$ cat src/rtl/alu_shift_sequencer.sv
// Multi-cycle left shifter: shifts a left by b, one bit per clock, filling the LSB with aluflagin.
// Valid/ready on both sides; one operation in flight at a time.
module alu_shift_sequencer #(
    parameter int ancho = 4
) (
    input  logic             clk,
    input  logic             rst,
    input  logic             in_valid,
    output logic             in_ready,
    input  logic [ancho-1:0] a,
    input  logic [ancho-1:0] b,
    input  logic             aluflagin,
    output logic             out_valid,
    input  logic             out_ready,
    output logic [ancho-1:0] aluresult,
    output logic             aluflags,
    output logic             zero
);

    localparam int CW = $clog2(ancho + 2);

    localparam logic [1:0] S_IDLE  = 2'd0;
    localparam logic [1:0] S_SHIFT = 2'd1;
    localparam logic [1:0] S_DONE  = 2'd2;

    localparam logic [ancho:0]  SAT  = (ancho + 1)'(ancho + 1);
    localparam logic [CW-1:0]   ZERO = '0;
    localparam logic [CW-1:0]   ONE  = CW'(1);

    logic [1:0]       state_q, state_d;
    logic [ancho-1:0] sh_q, sh_d;
    logic             fill_q, fill_d;
    logic             carry_q, carry_d;
    logic [CW-1:0]    cnt_q, cnt_d;

    logic             accept;
    logic [ancho:0]   b_ext;
    logic [ancho:0]   n_sat;

    assign accept = (state_q == S_IDLE) && in_valid;

    // Any shift beyond ancho+1 produces the same all-fill result, so clamp the step count.
    assign b_ext = {1'b0, b};
    assign n_sat = (b_ext > SAT) ? SAT : b_ext;

    always_comb begin
        state_d = state_q;
        sh_d    = sh_q;
        fill_d  = fill_q;
        carry_d = carry_q;
        cnt_d   = cnt_q;
        case (state_q)
            S_IDLE: begin
                if (in_valid) begin
                    sh_d    = a;
                    fill_d  = aluflagin;
                    carry_d = 1'b0;
                    cnt_d   = n_sat[CW-1:0];
                    state_d = S_SHIFT;
                end
            end
            S_SHIFT: begin
                // A zero count finishes without touching the register, giving latency 1+n.
                if (cnt_q == ZERO) begin
                    state_d = S_DONE;
                end else begin
                    carry_d = sh_q[ancho-1];
                    sh_d    = {sh_q[ancho-2:0], fill_q};
                    cnt_d   = cnt_q - ONE;
                end
            end
            S_DONE: begin
                if (out_ready) begin
                    state_d = S_IDLE;
                end
            end
            default: begin
                state_d = S_IDLE;
            end
        endcase
    end

    always_ff @(posedge clk or posedge rst) begin
        if (rst) begin
            state_q <= S_IDLE;
            sh_q    <= '0;
            fill_q  <= 1'b0;
            carry_q <= 1'b0;
            cnt_q   <= '0;
        end else begin
            state_q <= state_d;
            sh_q    <= sh_d;
            fill_q  <= fill_d;
            carry_q <= carry_d;
            cnt_q   <= cnt_d;
        end
    end

    assign in_ready  = (state_q == S_IDLE);
    assign out_valid = (state_q == S_DONE);
    assign aluresult = sh_q;
    assign aluflags  = carry_q;
    assign zero      = (sh_q == '0);

    logic unused_accept;
    assign unused_accept = accept;

endmodule

$ cat config.mk
export PLATFORM = sky130hd
export DESIGN_NAME = alu_shift_sequencer
export DESIGN_NICKNAME = d
export VERILOG_FILES = /design/src/rtl/alu_shift_sequencer.sv
export SDC_FILE = /design/constraint.sdc
export NUM_CORES = 1
export LEC_CHECK = 0
export BUFFER_PORTS_ARGS = -buffer_cell sky130_fd_sc_hd__buf_2
export CAP_MARGIN = 10
export CORE_MARGIN = 2
export CORE_UTILIZATION = 30
export CTS_BUF_LIST = sky130_fd_sc_hd__clkbuf_4 sky130_fd_sc_hd__clkbuf_8
export CTS_CLUSTER_SIZE = 14
export DETAILED_ROUTE_END_ITERATION = 7
export HOLD_SLACK_MARGIN = 0.08
export SYNTH_ARGS = -nofsm -noshare
export SYNTH_HDL_FRONTEND = slang
export SYNTH_SLANG_ARGS = --single-unit
$ cat constraint.sdc
create_clock -name clk -period 4.49 [get_ports clk]
set_input_delay 0.2245 -clock clk [delete_from_list [all_inputs] [get_ports clk]]
set_output_delay 0.2245 -clock clk [all_outputs]
set_load 0.005 [all_outputs]
==> reports/metrics.yaml, run 1 <==
status: "finished clean"
ant_nets: 0
syn_area_per_cell_um2: 10.6
wirelength_um: 1180
synthArstFlopShare: 1.00
die-height_um: 49.3
crit_chain: "inv_1 -> ha_1 -> ha_1 -> nand2_1 -> and2_4 -> mux2_4"
antenna_found_initial: 0
skew_ps: 6.99
grt_pass1_vias: 477
die_x_um: 49.3
synthCells: 58
start_util: 0.318
grt_overflow_total: 0
io_buffer_count: 20
core_mm2: 0.00194
postCtsSetupBuffers: 0
cap_violations: 0
critical_path_class: "reg2reg"
finalCritPeriodShare: 0.367
max_freq_mhz: 608
p_per_area_mw_per_mm2: 680
ys_types: 22
clock-root-buffer: "clkbuf_4"
ff2ff_setup_slack_ps: 2840
clkTransAtPathRegs_ps: 70
critical_path_peak_fanout: 9
crit_slowest_cell: "dfrtp_1"
p_total_mw: 0.513
dr.pass1.iters: 2
gp_congestion: 0.719
cts_tree: "yes"
yosysSeqAreaShare: 0.446
diodes: 0
crit_path_end_kind: "register"
routedWlPerCell_um: 11.0
grt_setup_unrepaired: "no"
grt_util_all_layers: 0.111
place_inst: 102
ys.flop_type: "dfrtp_1"
crit_buf_inv: 1
finalSetupViolCount: 0
synth_top_area_frac: 0.446
cpMostUsedCell: "ha_1"
pre_cts_ws_ps: 2850
synth_area_um2: 617
yosys-top-cells-area: "dfrtp_1 45%, a21oi_1 6.5%, mux2i_1 6.5%"
leakage_nw: 0.389
cts_sinks: 11
synth-edff-count: 0
setup_ws_ps: 2840
synth_warnings: 0
relSlewSlack: 0.728
drc: 0
syn_to_final_growth_pct: 22.3
rows: 16
drt_iter0_markers: 5
final_cells: 107
grt_pass1_wl_um: 2050
start_kind: "register"
ctsHtreeMaxLevel: 1
cts_max_path_buffers: 2
ios: 21
arrival_ps: 1790
vias: 484
tightest_slew_ps: 408
nets: 96
worstPathRequired_ps: 4640
vdd_ir_drop_max_uv: 268
numCtsBuffers: 3
period_needed_ps: 1650
cpPeakStageDelay_ps: 370
grt_max_degree: 12
dp_hpwl_um: 939
ys_ff_latch: 11
finalHoldViolations: 0
final-max-slew-violation-count: 0
clk-insertion-delay-late_ps: 270
setup_tns_ps: 0
die-area_mm2: 0.00243
hold_class: "in2reg"
fin_util: 0.389
layout-drive-gt1-share: 0.375
cp_top_family: "simple AND/OR/NAND/NOR gates"
synth_fp_nets: 73
yosysTopAreaCell: "dfrtp_1"
vias_per_cell: 4.52
## registers in the layout (all words and copies together) (netlist names)
signal     count
aluresult      4
cnt_q          3
state_q        2
aluflags       1
fill_q         1
## Yosys cell counts, types with 2 or more instances
cell,instances
buf_6,3
nor2_1,2
mux2i_1,4
o21ai_0,2
inv_1,7
mux2_2,3
a21oi_1,8
dfrtp_1,11
nand2_1,3
nand2b_1,2
ha_1,2
## power by group
part,internal (mW),switching (mW)
combinational,0.140,0.114
sequential,0.151,0.0428
clock,0.0329,0.0323
## final cells by class
cell class              count  area (um2)
inverters                   7        26.3
clock buffers               3        22.5
well taps                  27        33.8
repair buffers             21         110
multi-input cells          37         282
clock inverters             1        5.00
flip-flops and latches     11         275
fillers                   202        1190
## placed cells by master (no fill, tap or decap), types with 2 or more instances in the layout
cell,n
mux2_2,3
o21ai_0,2
buf_2,20
nand2_1,3
mux2i_1,4
a21oi_1,8
dfrtp_1,11
inv_1,7
nand2b_1,2
clkbuf_4,3
nor2_1,2
ha_1,2
## worst reg2reg max path: cells and delay by family, from the launching register on
family	cells	cell delay, ps
and+or+nand+nor	2	430
DFF	1	370
buffers and inverters	1	50
muxes	1	310
adders and majority gates	2	380
## kinds of logic (layout without fill, tap and decap cells)
family	Yosys count	in the layout	share of synthesized area
multiplexers	8	8	0.144
flip-flops	11	11	0.446
AND/OR/NAND/NOR	13	13	0.126
buffers and inverters	10	32	0.0974
adder cells (fa/ha/maj)	2	2	0.0406
AO/OA/AOI/OAI	14	14	0.146
## metrics by stage
step / hold WS [ps] / area, um2
detailed placement: 237 / 717
global placement: 234 / 717
finish: 192 / 754
CTS: 187 / 754
global route: 185 / 754
floorplan: 76.9 / 617
## path summary, 6_finish.rpt
path / start / to / cells past startpoint
min: aluflagin / fill_q$_DFFE_PP0P_ / 2
max: cnt_q[0]$_DFFE_PP0P_ / aluresult[1]$_DFFE_PP0P_ / 6
max reg2reg: cnt_q[0]$_DFFE_PP0P_ / aluresult[1]$_DFFE_PP0P_ / 6
min in group asynchronous: rst / aluresult[0]$_DFFE_PP0P_ / 3
min reg2reg: fill_q$_DFFE_PP0P_ / fill_q$_DFFE_PP0P_ / 1
max in group asynchronous: rst / cnt_q[2]$_DFFE_PP0P_ / 3
## per-layer routing
layer | routed length, um | part of all wire | up-vias | global-route usage
met2 | 609 | 0.52 | 12 | 0.189
li1 | - | - | 244 | -
met5 | 0 | 0 | - | 0
met4 | 6 | 0.0051 | 0 | 0.0714
met3 | 44 | 0.037 | 2 | 0.00920
met1 | 519 | 0.44 | 226 | 0.132
## repair_timing
item | CTS | global route
endpoints found under the hold margin | 11 | 0
gates resized for setup | 0 | 0
hold buffers | 1 | 0
Power figures use the tool's default switching activity.
==> inputs of run 2 (changes only) <==
Clock period 4.49 ns to 1.7 ns, I/O delays scaled along.
==> reports/metrics.yaml, run 2 (synthesized netlist as in run 1, its figures left out) <==
antenna_found_initial: 0  # unchanged
ant_nets: 0  # unchanged
p_per_area_mw_per_mm2: 1830  # was 680 mW/mm2
setup_tns_ps: 0  # unchanged
hold_class: "in2reg"  # unchanged
crit_buf_inv: 1  # unchanged
critical_path_peak_fanout: 9  # unchanged
crit_chain: "inv_1 -> ha_1 -> ha_1 -> nand2_1 -> and2_4 -> mux2_4"  # unchanged
cpMostUsedCell: "ha_1"  # unchanged
cts_sinks: 11  # unchanged
final_cells: 110  # was 107
final-max-slew-violation-count: 0  # unchanged
crit_slowest_cell: "dfrtp_1"  # unchanged
layout-drive-gt1-share: 0.386  # was 0.375
arrival_ps: 1680  # was 1790 ps
vdd_ir_drop_max_uv: 848  # was 268 uV
die_x_um: 49.3  # unchanged
clkTransAtPathRegs_ps: 70  # about the same
cap_violations: 0  # unchanged
grt_util_all_layers: 0.120  # was 0.111
grt_max_degree: 12  # unchanged
clock-root-buffer: "clkbuf_4"  # unchanged
grt_pass1_vias: 509  # was 477
routedWlPerCell_um: 11.6  # was 11.0 um
stdcell_area_um2: 782  # was 754 um2
layout_commonest_cell: "buf_2"  # unchanged
max_freq_mhz: 655  # was 608 MHz
syn_to_final_growth_pct: 26.8  # was 22.3%
fillCellCount: 195  # was 202
finalSetupViolCount: 0  # unchanged
drc: 0  # unchanged
tightest_slew_ps: 415  # was 408 ps
gp_congestion: 0.695  # was 0.719
numCtsBuffers: 3  # unchanged
die-height_um: 49.3  # unchanged
ctsHtreeMaxLevel: 1  # unchanged
diodes: 0  # unchanged
start_kind: "register"  # unchanged
die-area_mm2: 0.00243  # unchanged
drt_iter0_markers: 3  # was 5
timing.hold.ws_ps: 91.7  # was 192 ps
dp_hpwl_um: 1030  # was 939 um
cts_tree: "yes"  # unchanged
skew_ps: 0.941  # was 6.99 ps
vias: 505  # was 484
cp_top_family: "adder cells"  # was simple AND/OR/NAND/NOR gates
leakage_nw: 0.403  # was 0.389 nW
largest_reg_flops: 4  # unchanged
cts_max_path_buffers: 2  # unchanged
ios: 21  # unchanged
clk-insertion-delay-late_ps: 260  # was 270 ps
dr.pass1.iters: 4  # was 2
wirelength_um: 1280  # was 1180 um
vias_per_cell: 4.59  # was 4.52
worstPathRequired_ps: 1850  # was 4640 ps
grt_pass1_wl_um: 2190  # was 2050 um
dpl-instance-area_um2: 732  # was 717 um2
core_mm2: 0.00194  # unchanged
grt_setup_unrepaired: "no"  # unchanged
multiInputGateArea_um2: 282  # unchanged
crit_path_end_kind: "register"  # unchanged
rows: 16  # unchanged
relSlewSlack: 0.723  # was 0.728
finalCritPeriodShare: 0.899  # was 0.367
place_inst: 104  # was 102
layout_common_cells: "20 x buf_2, 11 x dfrtp_1, 8 x a21oi_1"  # unchanged
regArea_um2: 275  # unchanged
post_cts_resize_count: 0  # unchanged
cpPeakStageDelay_ps: 360  # was 370 ps
grt_overflow_total: 0  # unchanged
start_util: 0.318  # unchanged
nets: 99  # was 96
finalHoldViolations: 0  # unchanged
period_needed_ps: 1530  # was 1650 ps
io_buffer_count: 20  # unchanged
status: "finished clean"  # unchanged
critical_path_class: "reg2reg"  # unchanged
==> run 2: worst min-delay path, delay by kind of cell <==
family | cells | cell delay [ps]
AOI/OAI and AO/OA | 1 | 70
buffers and inverters | 1 | 70
and+or+nand+nor | 1 | 90
==> run 2: stage by stage <==
step           utilization  power, mW  setup WS, ps
2_1_floorplan            -       1.08           139
3_3_place_gp         0.377       1.23           246
3_5_place_dp         0.377       1.25           180
4_1_cts              0.403       1.45           169
5_1_grt              0.403       1.57           113
6_report             0.403       1.43           172
==> run 2: power by group <==
| part | switching (mW) | internal [mW] |
|---|---|---|
| combinational | 0.328 | 0.399 |
| sequential | 0.115 | 0.399 |
| clock | 0.0821 | 0.107 |
| total | 0.525 | 0.904 |
==> run 2: cell type report <==
| type | count | share of cell area |
|---|---|---|
| clock buffers | 4 | 0.0384 |
| inverters | 7 | 0.0336 |
| multi-input cells | 37 | 0.360 |
| flip-flops and latches | 11 | 0.352 |
| well taps | 27 | 0.0432 |
| repair buffers | 24 | 0.173 |
==> run 2: timing repair <==
item | CTS | global route
endpoints found under the hold margin | 12 | 0
setup buffers | 0 | 0
hold buffers | 2 | 0
==> run 2: layer usage <==
layer / GRT usage / part of all wire / vias up
met5: 0 / 0 / -
met4: 0.0714 / 0.010 / 0
met3: 0.0184 / 0.045 / 2
met2: 0.216 / 0.54 / 14
met1: 0.131 / 0.41 / 238
li1: - / - / 251
==> run 2: worst paths after layout <==
path	cells after the start	end	slack, ps	from
max in group asynchronous	3	state_q[1]$_DFFE_PP0P_	1060	rst
hold / removal	3	state_q[1]$_DFFE_PP0P_	90	out_ready
min in group asynchronous	3	aluresult[0]$_DFFE_PP0P_	350	rst
hold reg to reg	1	fill_q$_DFFE_PP0P_	530	fill_q$_DFFE_PP0P_
setup / recovery	6	aluresult[1]$_DFFE_PP0P_	170	cnt_q[0]$_DFFE_PP0P_
setup reg to reg	6	aluresult[1]$_DFFE_PP0P_	170	cnt_q[0]$_DFFE_PP0P_
==> inputs of run 3 (changes only) <==
Settings changed: PLACE_DENSITY_LB_ADDON from default to 0.25.
==> reports/metrics.yaml, run 3 (synthesized netlist as in run 1, its figures left out) <==
status: "finished clean"  # unchanged
post_cts_resize_count: 0  # unchanged
clk-insertion-delay-late_ps: 270  # was 260 ps
ant_nets: 0  # unchanged
critical_path_peak_fanout: 9  # unchanged
diodes: 0  # unchanged
hold_class: "in2reg"  # unchanged
tightest_slew_ps: 425  # was 415 ps
crit_path_end_kind: "register"  # unchanged
grt_pass1_vias: 481  # was 509
nets: 99  # unchanged
setup_tns_ps: 0  # unchanged
ctsHtreeMaxLevel: 1  # unchanged
period_needed_ps: 1490  # was 1530 ps
rows: 16  # unchanged
cts_sinks: 11  # unchanged
numCtsBuffers: 3  # unchanged
p_per_area_mw_per_mm2: 1800  # was 1830 mW/mm2
grt_max_degree: 12  # unchanged
vias: 491  # was 505
layout_commonest_cell: "buf_2"  # unchanged
die-height_um: 49.3  # unchanged
max_freq_mhz: 671  # was 655 MHz
pre_cts_ws_ps: 210  # was 180 ps
routedWlPerCell_um: 11.5  # was 11.6 um
io_buffer_count: 20  # unchanged
gp_congestion: 0.745  # was 0.695
grt_setup_unrepaired: "no"  # unchanged
finalCritPeriodShare: 0.877  # was 0.899
leakage_nw: 0.402  # was 0.403 nW
drt_iter0_markers: 12  # was 3
cts_tree: "yes"  # unchanged
grt_util_all_layers: 0.113  # was 0.120
arrival_ps: 1640  # was 1680 ps
die_x_um: 49.3  # unchanged
antenna_found_initial: 0  # unchanged
clock-root-buffer: "clkbuf_4"  # unchanged
relSlewSlack: 0.716  # was 0.723
layout-drive-gt1-share: 0.386  # unchanged
syn_to_final_growth_pct: 26.4  # was 26.8%
vdd_ir_drop_max_uv: 784  # was 848 uV
grt_overflow_total: 0  # unchanged
dp_hpwl_um: 972  # was 1030 um
setup_ws_ps: 209  # was 172 ps
critical_path_class: "reg2reg"  # unchanged
layout_common_cells: "20 x buf_2, 11 x dfrtp_1, 8 x a21oi_1"  # unchanged
wirelength_um: 1270  # was 1280 um
start_kind: "register"  # unchanged
drc: 0  # unchanged
largest_reg_flops: 4  # unchanged
cts_max_path_buffers: 2  # unchanged
die-area_mm2: 0.00243  # unchanged
core_mm2: 0.00194  # unchanged
skew_ps: 8.94  # was 0.941 ps
start_util: 0.318  # unchanged
final-max-slew-violation-count: 0  # unchanged
vias_per_cell: 4.46  # was 4.59
grt_pass1_wl_um: 2080  # was 2190 um
finalSetupViolCount: 0  # unchanged
cap_violations: 0  # unchanged
clkTransAtPathRegs_ps: 80  # was 70 ps
dr.pass1.iters: 2  # was 4
ios: 21  # unchanged
worstPathRequired_ps: 1850  # about the same
finalHoldViolations: 0  # unchanged
==> run 3: changes by cell type in the layout (fill, tap and decap cells not counted) <==
cell and delta:
clkbuf_4 -1, clkinv_2 +1
==> run 3: what timing repair did <==
action	CTS	global route
setup buffers	0	0
hold buffers	2	0
hold endpoints to repair	12	0
==> run 3: per-layer routing <==
| metal | part of all wire | wire length (um) | track usage | up-vias |
|---|---|---|---|---|
| li1 | - | - | - | 251 |
| met1 | 0.51 | 642 | 0.152 | 220 |
| met2 | 0.42 | 532 | 0.162 | 18 |
| met3 | 0.069 | 87 | 0.0245 | 2 |
| met4 | 0.0055 | 7 | 0.0714 | 0 |
| met5 | 0 | 0 | 0 | - |
==> run 3: final timing paths <==
check | start | to | cells after the start | slack [ps]
worst max-delay path | cnt_q[0]$_DFFE_PP0P_ | aluresult[1]$_DFFE_PP0P_ | 6 | 210
worst min-delay path | out_ready | state_q[1]$_DFFE_PP0P_ | 3 | 90
worst max register to register | cnt_q[0]$_DFFE_PP0P_ | aluresult[1]$_DFFE_PP0P_ | 6 | 210
worst min register to register | fill_q$_DFFE_PP0P_ | fill_q$_DFFE_PP0P_ | 1 | 520
max in group asynchronous | rst | aluresult[1]$_DFFE_PP0P_ | 3 | 1050
min in group asynchronous | rst | fill_q$_DFFE_PP0P_ | 3 | 340
==> run 3: cell type report <==
class / instances / area [um2]
clock inverter: 1 / 5.00
tap: 27 / 33.8
sequential: 11 / 275
fill: 204 / 1160
multi-input combinational: 37 / 282
inverter: 7 / 26.3
timing repair buffer: 24 / 135
clock buffer: 3 / 22.5
==> run 3: metrics by stage <==
step                instances  hold slack [ps]  area (um2)  power, mW  utilization
finish                    110             91.5         779       1.41        0.401
floorplan                  58            -62.6         617       1.08            -
global route              110              108         779       1.54        0.401
detailed placement        104              106         732       1.24        0.377
CTS                       110             93.3         779       1.42        0.401
global placement          104             99.2         732       1.23        0.377
==> run 3: critical path, stage by stage (launching register included) <==
cell,delay (ps)
dfrtp_1,360
inv_1,50
ha_1,190
ha_1,180
nand2_1,80
and2_4,210
mux2_4,300
==> run 3: report_power, final <==
| part | switching [mW] | leakage (nW) | total [mW] | internal, mW |
|---|---|---|---|---|
| clock | 0.0885 | 0.0177 | 0.175 | 0.0869 |
| sequential | 0.113 | 0.128 | 0.511 | 0.398 |
| combinational | 0.322 | 0.257 | 0.719 | 0.397 |
| total | 0.523 | 0.402 | 1.41 | 0.882 |
